<file path="config.mk">
export PLATFORM = sky130hd
export DESIGN_NAME = ram_fifo_ctrl
export DESIGN_NICKNAME = d
export VERILOG_FILES = /design/src/rtl/ram_fifo_ctrl.sv
export SDC_FILE = /design/constraint.sdc
export NUM_CORES = 1
export LEC_CHECK = 0
export CAP_MARGIN = 20
export CORE_UTILIZATION = 45
export DETAILED_ROUTE_END_ITERATION = 12
export DONT_BUFFER_PORTS = 1
export GPL_TIMING_DRIVEN = 0
export PLACE_DENSITY = 0.57
export SLEW_MARGIN = 5
export SYNTH_ARGS = -nofsm -noshare
export SYNTH_HDL_FRONTEND = slang
export SYNTH_SLANG_ARGS = --single-unit
</file>
<file path="constraint.sdc">
create_clock -name clk -period 5.54 [get_ports clk]
set_clock_uncertainty 0.05 [all_clocks]
set_input_delay 0 -clock clk [delete_from_list [all_inputs] [get_ports clk]]
set_output_delay 0 -clock clk [all_outputs]
set_load 0.01 [all_outputs]
</file>
<file path="src/rtl/ram_fifo_ctrl.sv">
// Synchronous FIFO controller for the 64x8 dual-port RAM, with a 2-entry output skid buffer.
// Optional: define FIFO_CTRL_STATS_EN to add the drop_cnt statistics port.
module ram_fifo_ctrl #(
    parameter int AW = 6,
    parameter int DW = 8
) (
    input  logic          clk,
    input  logic          rst,
    input  logic          s_valid,
    output logic          s_ready,
    input  logic [DW-1:0] s_data,
    output logic          m_valid,
    input  logic          m_ready,
    output logic [DW-1:0] m_data,
    output logic          ram_we_en,
    output logic [AW-1:0] ram_we_addr,
    output logic [DW-1:0] ram_din,
    output logic          ram_rd_en,
    output logic [AW-1:0] ram_re_addr,
    input  logic [DW-1:0] ram_dout,
    output logic [AW:0]   level
`ifdef FIFO_CTRL_STATS_EN
    ,
    output logic [7:0]    drop_cnt
`endif
);

    // The RAM zeroes mem[we_addr] whenever we_en is low, so the write pointer
    // must always park on a free slot: one slot is sacrificed.
    localparam logic [AW-1:0] DEPTH = {AW{1'b1}};
    localparam logic [AW-1:0] ONE   = {{(AW-1){1'b0}}, 1'b1};
    localparam int            NBUF  = 2;

    logic [AW-1:0] wr_ptr_reg;
    logic [AW-1:0] rd_ptr_reg;
    logic [AW-1:0] ram_cnt_reg;
    logic [AW-1:0] ram_cnt_next;
    logic          inflight_reg;
    logic [1:0]    buf_cnt_reg;
    logic [1:0]    buf_cnt_next;
    logic [1:0]    buf_wr_idx;
    logic [DW-1:0] buf_reg   [NBUF];
    logic [DW-1:0] buf_next  [NBUF];
    logic [DW-1:0] shift_src [NBUF];
    logic [AW:0]   level_reg;
    logic [AW:0]   level_next;
    logic          wr;
    logic          pop;
    logic          push;
    logic [2:0]    occ_after;

    assign s_ready     = !rst && (ram_cnt_reg != DEPTH);
    assign wr          = s_valid && s_ready;
    assign ram_we_en   = wr;
    assign ram_we_addr = wr_ptr_reg;
    assign ram_din     = s_data;

    assign m_valid = (buf_cnt_reg != 2'd0);
    assign pop     = m_valid && m_ready;
    assign push    = inflight_reg;
    assign m_data  = buf_reg[0];
    assign level   = level_reg;

    // Only fetch when the buffer is guaranteed a free entry once the read lands.
    assign occ_after   = 3'(inflight_reg) + 3'(buf_cnt_reg) - 3'(pop);
    assign ram_rd_en   = !rst && (ram_cnt_reg != '0) && (occ_after < 3'd2);
    assign ram_re_addr = rd_ptr_reg;

    // Skid buffer: entry 0 is the head; a pop shifts down, a push lands after the survivors.
    assign buf_wr_idx = buf_cnt_reg - 2'(pop);

    genvar gi;
    generate
        for (gi = 0; gi < NBUF; gi++) begin : g_buf
            if (gi < NBUF - 1) begin : g_shift
                assign shift_src[gi] = buf_reg[gi+1];
            end else begin : g_last
                assign shift_src[gi] = buf_reg[gi];
            end
            assign buf_next[gi] = (push && (buf_wr_idx == 2'(gi))) ? ram_dout :
                                  pop                               ? shift_src[gi] :
                                                                      buf_reg[gi];
        end
    endgenerate

    always_comb begin
        ram_cnt_next = ram_cnt_reg;
        case ({wr, ram_rd_en})
            2'b10:   ram_cnt_next = ram_cnt_reg + ONE;
            2'b01:   ram_cnt_next = ram_cnt_reg - ONE;
            default: ram_cnt_next = ram_cnt_reg;
        endcase
        buf_cnt_next = buf_cnt_reg + 2'(push) - 2'(pop);
        level_next   = (AW+1)'(ram_cnt_next) + (AW+1)'(ram_rd_en) + (AW+1)'(buf_cnt_next);
    end

    always_ff @(posedge clk) begin
        if (rst) begin
            wr_ptr_reg   <= '0;
            rd_ptr_reg   <= '0;
            ram_cnt_reg  <= '0;
            inflight_reg <= 1'b0;
            buf_cnt_reg  <= '0;
            level_reg    <= '0;
            for (int i = 0; i < NBUF; i++) begin
                buf_reg[i] <= '0;
            end
        end else begin
            if (wr) begin
                wr_ptr_reg <= wr_ptr_reg + ONE;
            end
            if (ram_rd_en) begin
                rd_ptr_reg <= rd_ptr_reg + ONE;
            end
            ram_cnt_reg  <= ram_cnt_next;
            inflight_reg <= ram_rd_en;
            buf_cnt_reg  <= buf_cnt_next;
            level_reg    <= level_next;
            for (int i = 0; i < NBUF; i++) begin
                buf_reg[i] <= buf_next[i];
            end
        end
    end

`ifdef FIFO_CTRL_STATS_EN
    logic [7:0] drop_cnt_reg;

    always_ff @(posedge clk) begin
        if (rst) begin
            drop_cnt_reg <= '0;
        end else if (s_valid && !s_ready && (drop_cnt_reg != 8'hFF)) begin
            drop_cnt_reg <= drop_cnt_reg + 8'd1;
        end
    end

    assign drop_cnt = drop_cnt_reg;
`endif

endmodule

</file>
# ---- Word level (Yosys, flattened, before mapping)
# Memories as Yosys holds them, arrays and structs flattened.
# Index checks and enable logic that the tools add are counted.
dict set report totals {
  ram_bits 16
  out_inout_bits 39
  in_bits 20
  word_cells 45
  memories 1
  register_bits 28
}
dict set report classes {
  n_bitwise 2
  add_sub_neg 11
  muxes 9
  n_eq_ne 4
  magnitude_cmp 1
  reduce_logical 11
}
# name words word_bits read_ports rd_ports_with_merged_regs wr line
set memory_table {}
lappend memory_table {buf_reg 2 8 2 0 2 42} ;# logic [DW-1:0] buf_reg [NBUF];
# operator count
set op_table {}
lappend op_table {{two-way mux 8 bit} 5}
lappend op_table {{adder 6 x 1 -> 6 bit (second input constant)} 3}
lappend op_table {{one-hot mux 6 bit (2 select lines)} 1}
lappend op_table {{adder 6 x 1 -> 7 bit} 1}
lappend op_table {{adder 7 x 2 -> 7 bit} 1}
lappend op_table {{logical AND 1 bit} 7}
lappend op_table {{inequality test 6 bit (second input constant)} 1}
lappend op_table {{nonzero test 6 bit} 1}
lappend op_table {{subtractor 6 x 1 -> 6 bit (second input constant)} 1}
lappend op_table {{equality test 2 x 1 -> 1 bit (second input constant)} 2}
lappend op_table {{subtractor 2 x 1 -> 2 bit} 2}
lappend op_table {{adder 1 x 2 -> 3 bit} 1}
lappend op_table {{< comparator 3 x 2 -> 1 bit (second input constant)} 1}
lappend op_table {{two-way mux 1 bit} 3}
lappend op_table {{subtractor 3 x 1 -> 3 bit} 1}
lappend op_table {{adder 2 x 1 -> 2 bit} 1}
lappend op_table {{equality test 2 bit (second input constant)} 1}
lappend op_table {{logical NOT 2 bit} 1}
lappend op_table {{OR 1 bit} 2}
lappend op_table {{nonzero test 2 bit} 1}
lappend op_table {{logical NOT 1 bit} 1}

# ---- Longest topological paths before layout
# Gate-level depths: netlist of the first run.
dict set report depth {
  ltp_word 9
  depth_mapped 19
  ltp_nobuf 19
}

# ---- Worst setup path before layout of the first run
# Ideal clock, no wire load.
dict set report synth_path {
  kind {register -> register}
  startpoint {reg buf_cnt_reg[1]}
  endpoint {reg level_reg[5], in the netlist level[5]}
  setup_ns 0.128
  period_less_slack_ns 4.957
  setup_slack_ns 0.583
  n_path_buf 0
  arrival_ns 4.780
  required_time_ns 5.362
  stages_incl_launch_ff 20
  path_cell_list {dfxtp_1 > inv_1 > nand2_1 > nand2_1 > inv_1 > ha_1 > inv_1 > ha_1 > inv_1 > fa_1 > xor2_1 > a2111oi_4 > ha_1 > fa_1 > mux2_2 > ha_1 > a21oi_1 > or4_4 > xnor2_1 > nor2_1}
}
dict set report synth_between {
  elab_chain_len 9
  word_cells_on_any_way 13
  cone_classes {6 x add/sub; 1 x order compare; 2 x eq/ne; 1 x mux; 3 x reduce/logical}
}
# element line
set synth_rtl {}
lappend synth_rtl {{start, declared} 39} ;# logic [1:0] buf_cnt_reg;
lappend synth_rtl {{start signal, assigned} 117} ;# buf_cnt_reg <= buf_cnt_next;
lappend synth_rtl {{nonzero test 2 bit *} 58} ;# assign m_valid = (buf_cnt_reg != 2'd0);
lappend synth_rtl {{named net m_valid} 12} ;# output logic m_valid,
lappend synth_rtl {{logical AND 1 bit *} 59} ;# assign pop = m_valid && m_ready;
lappend synth_rtl {{subtractor 3 x 1 -> 3 bit *} 65} ;# assign occ_after = 3'(inflight_reg) + 3'(buf_cnt_reg) - 3'(pop);
lappend synth_rtl {{< comparator 3 x 2 -> 1 bit *} 66} ;# assign ram_rd_en = !rst && (ram_cnt_reg != '0) && (occ_after < 3'd2);
lappend synth_rtl {{logical AND 1 bit *} 66}
lappend synth_rtl {{named net ram_rd_en} 18} ;# output logic ram_rd_en,
lappend synth_rtl {{equality test 2 x 1 -> 1 bit / equality test 2 bit (equally long branches)} 88} ;# case ({wr, ram_rd_en})
lappend synth_rtl {{one-hot mux 6 bit (2 select lines) *} 88}
lappend synth_rtl {{named net ram_cnt_next[1]} 37} ;# logic [AW-1:0] ram_cnt_next;
lappend synth_rtl {{adder 6 x 1 -> 7 bit *} 94} ;# level_next = (AW+1)'(ram_cnt_next) + (AW+1)'(ram_rd_en) + (AW+1)'(buf_cnt_next);
lappend synth_rtl {{adder 7 x 2 -> 7 bit *} 94}
lappend synth_rtl {{end signal, assigned} 118} ;# level_reg <= level_next;
lappend synth_rtl {{end, declared} 45} ;# logic [AW:0] level_reg;
# Mark *: on every way through the listed nets, which the timed path passes. The rest lies on a longest branch.
# A chain may end at the register's enable or synchronous reset.

# ---- Worst setup path after layout of the first run
dict set report layout_path {
  startpoint {reg buf_cnt_reg[1]}
  endpoint {reg level_reg[5], in the netlist level[5]}
}
dict set report layout_between {
  word_cells_on_any_way 13
  cone_classes {6 x add/sub; 1 x order compare; 2 x eq/ne; 1 x mux; 3 x reduce/logical}
}
# element line
set layout_rtl {}
lappend layout_rtl {{nonzero test 2 bit} 58}
lappend layout_rtl {{named net m_valid} 12}
lappend layout_rtl {{logical AND 1 bit} 59}
lappend layout_rtl {{subtractor 2 x 1 -> 2 bit} 93} ;# buf_cnt_next = buf_cnt_reg + 2'(push) - 2'(pop);
lappend layout_rtl {{named net buf_cnt_next[1]} 40} ;# logic [1:0] buf_cnt_next;
lappend layout_rtl {{adder 7 x 2 -> 7 bit} 94}
# The timed path passes the listed nets, and every way through them passes these cells.

==> results of run 1 <==
## area by class of cell
cell class / count / area share, %
tap: 67 / 3.318
buffer: 24 / 5.993
inverter: 10 / 1.486
sequential: 44 / 34.87
multi-input combinational: 156 / 47.30
clock buffer: 5 / 2.724
timing repair buffer: 9 / 3.566
clock inverter: 3 / 0.7429
## synth_stat cells (2+ instances only)
library cell  instances  area (µm²)
nand2_1               9       33.78
ha_1                 11       137.6
nor2_1               41       153.9
nor3_1                2       10.01
fa_1                  4       80.08
buf_4                16       120.1
and4_1                2       17.52
nand4_1               4       25.02
inv_1                 9       33.78
nand3b_1              2       15.01
a21oi_1               6       30.03
nor4b_1               2       17.52
nor4_1                3       18.77
clkbuf_1              6       22.52
xnor2_1               7       61.31
mux2i_1              17       170.2
xor2_1               10       87.58
nor2b_1               6       37.54
nor3b_1               2       15.01
a211oi_1              9       67.56
dfxtp_1              44       880.8
## critical path, stage by stage (launching register included)
cell       delay, ns
dfxtp_1         0.35
inv_1           0.08
nand2_1         0.16
nand2_4         0.22
inv_1           0.07
ha_1            0.31
inv_1           0.07
ha_1            0.13
inv_1           0.05
fa_1            0.53
inv_1           0.13
a2111oi_4       0.80
ha_4            0.30
fa_1            0.42
mux2_2          0.31
ha_1            0.28
a21oi_1         0.08
or4_4           0.52
xnor2_1         0.16
nor2_1          0.05
## stage by stage
step / worst slack (ns) / hold WS [ns]
5_1_grt: 0.04005 / 0.04416
3_5_place_dp: 0.004811 / 0.04345
2_1_floorplan: 0.5828 / 0.04177
4_1_cts: 0.1568 / 0.04332
3_3_place_gp: 0.005391 / 0.04360
6_report: 0.3722 / 0.04102
## metal layers
metal	vias to the layer above	global-route usage [%]
met3	4	4.282
met5	-	0
met1	729	21.48
met2	42	28.56
met4	0	5.229
li1	825	-
## logic make-up after synthesis
logic type | Yosys count | share of synthesized area (%)
compound gates | 25 | 9.421
xor+xnor | 17 | 6.633
fa+ha+maj | 15 | 9.699
buf+inv | 34 | 8.416
flops | 44 | 39.24
mux | 18 | 8.082
simple gates | 81 | 18.51
## how the worst min path moves through the flow
| stage | start | to | slack (ns) |
|---|---|---|---|
| after floorplan | s_data[0] | ram_din[0] | 0.04 |
| after global placement | s_data[6] | ram_din[6] | 0.04 |
| after detailed placement | s_data[0] | ram_din[0] | 0.04 |
| after CTS | s_data[0] | ram_din[0] | 0.04 |
| after global routing | s_data[6] | ram_din[6] | 0.04 |
| final | m_ready | buf_reg[0][1] | 0.04 |
## repair_timing
action                     in CTS  in global routing
pin swaps                       1                  1
hold endpoints to repair       17                  0
resized for setup               1                  3
hold buffers                    9                  0
setup endpoints to repair       1                  1
## power by group through the flow
stage	registers, mW	clock network [mW]	logic (mW)
global route	0.424	0.219	0.650
floorplan	0.414	0	0.461
global placement	0.425	0	0.539
CTS	0.418	0.207	0.560
finish	0.417	0.200	0.570
detailed placement	0.425	0	0.551
==> metrics.md, run 1 <==
| Metric | Value |
|---|---|
| Status | complete, no violations |
| Hpwl dp | roughly 3000 µm |
| Met2 wire len | ~2000 µm |
| Met1 Routed Length | 1989 µm |
| Switching power | around 470 µW |
| Fin Setup TNS | 0 ns |
| Sequential Area | between 800 and 900 µm² |
| RSZ-0062 raised after global routing | false |
| CP Capture Type | flop |
| Via count | 1600 |
| Port bufs | 0 |
| Overflow after GRT | 0 |
| Worst skew pair latency | ~0.29 ns |
| Syn Nets | about 270 |
| Syn_area_per_cell | ~9.6 µm² |
| Unique cell type count in the Yosys netlist | 43 |
| Max Used Layer | met4 |
| Post-route DRC | 0 |
| Max reg flops | 16 |
| Pre-Repair DR Iteration Count | 4 |
| Max-slew violations | 0 |
| Post-synthesis cell area | between 0.002 and 0.0025 mm² |
| Placed insts | 301 |
| Slew HR | 44.13% |
| Largest net degree at the start of global routing | 15 |
| Worst-path maximum fanout | 9 |
| R2R Path End | level[5] |
| Sequential element share of the synthesized area | around 40% |
| CTS tree | done |
| Pwr Total | around 1.2 mW |
| Critical Path End | level[5] |
| WL met3 | 169 µm |
| Worst Tran Pin Value | between 0.8 and 0.9 ns |
| Total clock buffers created by CTS | 5 |
| Minimum clock period | about 5.2 ns |
| Number of synthesized flops with an enable pin | 0 |
| First-pass GRT wire length | approximately 7000 µm |
| Worst Reg-to-Reg Cells | 19 |
| GRT Total Usage | between 10% and 20% |
| Max cap viols | 0 |
| FF-to-FF Start | buf_cnt_reg[1] |
| Multi-input gate area | roughly 0.0012 mm² |
| Design area | between 0.002 and 0.003 mm² |
| Post-synthesis async set-or-reset flop share | 0% |
| Layout cells sized above 1 | 13.55% |
| Post-CTS Setup Bufs | 0 |
| Static leakage | between 1 and 1.5 nW |
| Vias in the first global route | 1530 |
| DIE WIDTH | between 70 and 80 µm |
| Critical path type | reg2reg |
| Fmax | ~190 MHz |
| Via density | 5.031 |
| Placer Congestion | roughly 0.81 |
| Bufs on Longest Clock Path | 2 |
| Worst Path Required | ~5.7 ns |
| FF+latch count, synth | 44 |
| Most common cell after layout, fill and taps aside | dfxtp_1 |
| Internal Power | about 720 µW |
| Starting Density | a little under half |
| Initial antenna violation count | 0 |
| Post-DRT Antenna Nets | 0 |
| Antenna diodes | 0 |
| Hold Crit Class | in2reg |
| Combinational share of power | a little under half |
| Post-layout util | 53.13% |
| Die height | between 70 and 80 µm |
| WL final | 4158 µm |
| Fin. Hold Viols | 0 |
| DR WL/cell | approximately 13 µm |
| # nets final | 285 |
| Crit path launch type | flop |
| Clk pwr share | between 10% and 20% |
| Net Sw Frac | between 30% and 40% |
| Clock-pin transition on the worst setup and hold timing paths | about 0.080 ns |
| Core area | roughly 0.0048 mm² |
| Power per Cell Area | around 470 mW/mm² |
| Cell row count | 25 |
| Commonest non-fill, non-tap cells in the layout | dfxtp_1, nor2_1, mux2i_1 |
| Fill cells | 452 |
| Worst VDD drop | 0.0002957 V |
| Ys Warns | 0 |
| Crit path arrival time | between 5 and 6 ns |
| Hold path depth | 3 |
| Final setup viols | 0 |
| Top FF cell, synth | dfxtp_1 |
| Die area | roughly 0.0053 mm² |
| I/O pin cnt | 59 |
| Area post-placement | 0.002328 mm² |
| Start point of the critical path | buf_cnt_reg[1] |
| Area Growth Syn to Fin | 12.54% |
| 1st-iter DRT viols | 34 |
| R2R setup slack | 0.37 ns |
| Root buffer cell | clkbuf_8 |
| H-tree depth | 2 |
| Fin cells | between 300 and 400 |
| Sequential share of power | between 30% and 40% |
| CTS sink cnt | 44 |
| Final period utilization | between 90 and 100% |
| Gate Count Post-Synth | roughly 230 |
Power figures use the tool's default switching activity.
==> inputs of run 2 (changes only) <==
ABC_CLOCK_PERIOD_IN_PS = 5540   (was default)
CORE_MARGIN = 8   (was default)
GPL_TIMING_DRIVEN = default   (was 0)
==> metrics.md, run 2 (synthesis results as in run 1) <==
| Metric | Value |
|---|---|
| Final period utilization | between 80% and 90% |
| Minimum clock period | between 4 and 5 ns |
| Core area | about 0.0048 mm² |
| Post-route DRC | 0 |
| Crit path launch type | flop |
| 1st-iter DRT viols | 38 |
| First-pass GRT wire length | around 7900 µm |
| Critical path type | reg2reg |
| Via density | roughly 5.2 |
| Worst Tran Pin Value | roughly 0.87 ns |
| Max cap viols | 0 |
| Max reg flops | 16 |
| WL final | 4673 µm |
| Area post-placement | 0.002197 mm² |
| Layout cells sized above 1 | roughly 7.9% |
| Worst-path maximum fanout | 9 |
| GRT Total Usage | a little over an eighth |
| Most common cell after layout, fill and taps aside | dfxtp_1 |
| Hold Crit Class | in2out |
| H-tree depth | 2 |
| Antenna diodes | 0 |
| R2R setup slack | roughly 0.84 ns |
| Fin. Hold Viols | 0 |
| Worst Path Required | roughly 5.7 ns |
| Fmax | ~210 MHz |
| FF-to-FF Start | buf_cnt_reg[1] |
| Multi-input gate area | between 0.001 and 0.0015 mm² |
| Placed insts | 279 |
| Worst skew pair latency | around 0.30 ns |
| CP Capture Type | flop |
| Design area | 0.002522 mm² |
| Die height | ~87 µm |
| Initial antenna violation count | 0 |
| Commonest non-fill, non-tap cells in the layout | dfxtp_1, nor2_1, dlygate4sd3_1 |
| Post-CTS Hold Fix Bufs | 20 |
| Largest net degree at the start of global routing | 45 |
| WHS | approximately 0.012 ns |
| Overflow after GRT | 0 |
| # nets final | 274 |
| Clock-pin transition on the worst setup and hold timing paths | ~0.09 ns |
| Fin Setup TNS | 0 ns |
| Placer Congestion | between 0.7 and 0.8 |
| Worst VDD drop | approximately 0.0002 V |
| Bufs on Longest Clock Path | 2 |
| Status | complete, no violations |
| Port bufs | 0 |
| Hold path depth | 1 |
| Post-DRT Antenna Nets | 0 |
| Max-slew violations | 0 |
| Static leakage | between 1 and 1.5 nW |
| Vias in the first global route | ~1700 |
| Area Growth Syn to Fin | 12.37% |
| CTS sink cnt | 44 |
| Slew HR | a little over two fifths |
| Via count | approximately 1600 |
| DIE WIDTH | a little under 90 µm |
| Hpwl dp | ~3300 µm |
| Die area | 0.007504 mm² |
| Hold Startpoint | rst |
| Fill cells | ~450 |
| Total clock buffers created by CTS | 5 |
| RSZ-0062 raised after global routing | false |
| Power per Cell Area | roughly 500 mW/mm² |
| Worst Reg-to-Reg Cells | 19 |
| Fin cells | just over 300 |
| Worst hold path endpoint | s_ready |
| R2R Path End | level[5] |
| CTS tree | done |
| Crit path arrival time | slightly below 5 ns |
| I/O pin cnt | 59 |
| Sequential Area | ~900 µm² |
| Final setup viols | 0 |
| Starting Density | a little under half |
| Pre-Repair DR Iteration Count | 4 |
| Cell row count | 25 |
| PostCTS Resize Cnt | 0 |
| DR WL/cell | ~15 µm |
| Root buffer cell | clkbuf_8 |
| Post-CTS Setup Bufs | 0 |
| Post-layout util | 53.05% |
[run 2: stage by stage]
| stage | power (mW) | setup WS [ns] |
|---|---|---|
| final | 1.229 | 0.8352 |
| after global routing | 1.338 | 0.5490 |
| after CTS | 1.245 | 0.8249 |
| after detailed placement | 0.9635 | 0.8989 |
| after global placement | 0.9416 | 1.000 |
| after floorplan | 0.8748 | 0.5828 |
[run 2: cell type report]
| class | count | share of cell area (%) |
|---|---|---|
| multi-input combinational | 156 | 46.78 |
| sequential | 44 | 34.92 |
| timing repair buffer | 22 | 8.929 |
| tap | 67 | 3.323 |
| clock buffer | 5 | 2.728 |
| clock inverter | 3 | 1.835 |
| inverter | 10 | 1.488 |
[run 2: worst max-delay path by stage]
stage | from | endpoint | depth (start not counted)
6_report | buf_cnt_reg[1] | level[5] | 19
5_1_grt | buf_cnt_reg[1] | level[5] | 19
4_1_cts | buf_cnt_reg[1] | level[5] | 19
3_5_place_dp | buf_cnt_reg[1] | level[5] | 19
3_3_place_gp | buf_cnt_reg[1] | level[5] | 19
2_1_floorplan | buf_cnt_reg[1] | level[5] | 19
[run 2: where the power goes]
group	internal, mW	total, mW	leakage (nW)	switching [mW]
Clock	0.136	0.252	0.0548	0.116
Sequential	0.370	0.428	0.357	0.0571
Combinational	0.244	0.550	0.616	0.306
[run 2: worst max-delay path: stages (launching register included)]
cell and delay (ns):
dfxtp_1 0.36, inv_1 0.09, nand2_1 0.12, nand2_1 0.12
inv_1 0.05, ha_1 0.31, inv_1 0.07, ha_1 0.13
inv_1 0.05, fa_1 0.53, inv_1 0.13, a2111oi_4 0.32
ha_1 0.42, fa_1 0.47, mux2_2 0.30, ha_1 0.28
a21oi_1 0.08, or4_4 0.52, xnor2_1 0.15, nor2_1 0.06
[run 2: layer usage]
layer	global-route usage, %	up-vias	wire, µm
met5	0	-	0
met4	3.756	0	21
met3	4.820	2	316
met2	22.78	43	2360
met1	14.32	759	1973
li1	-	802	-
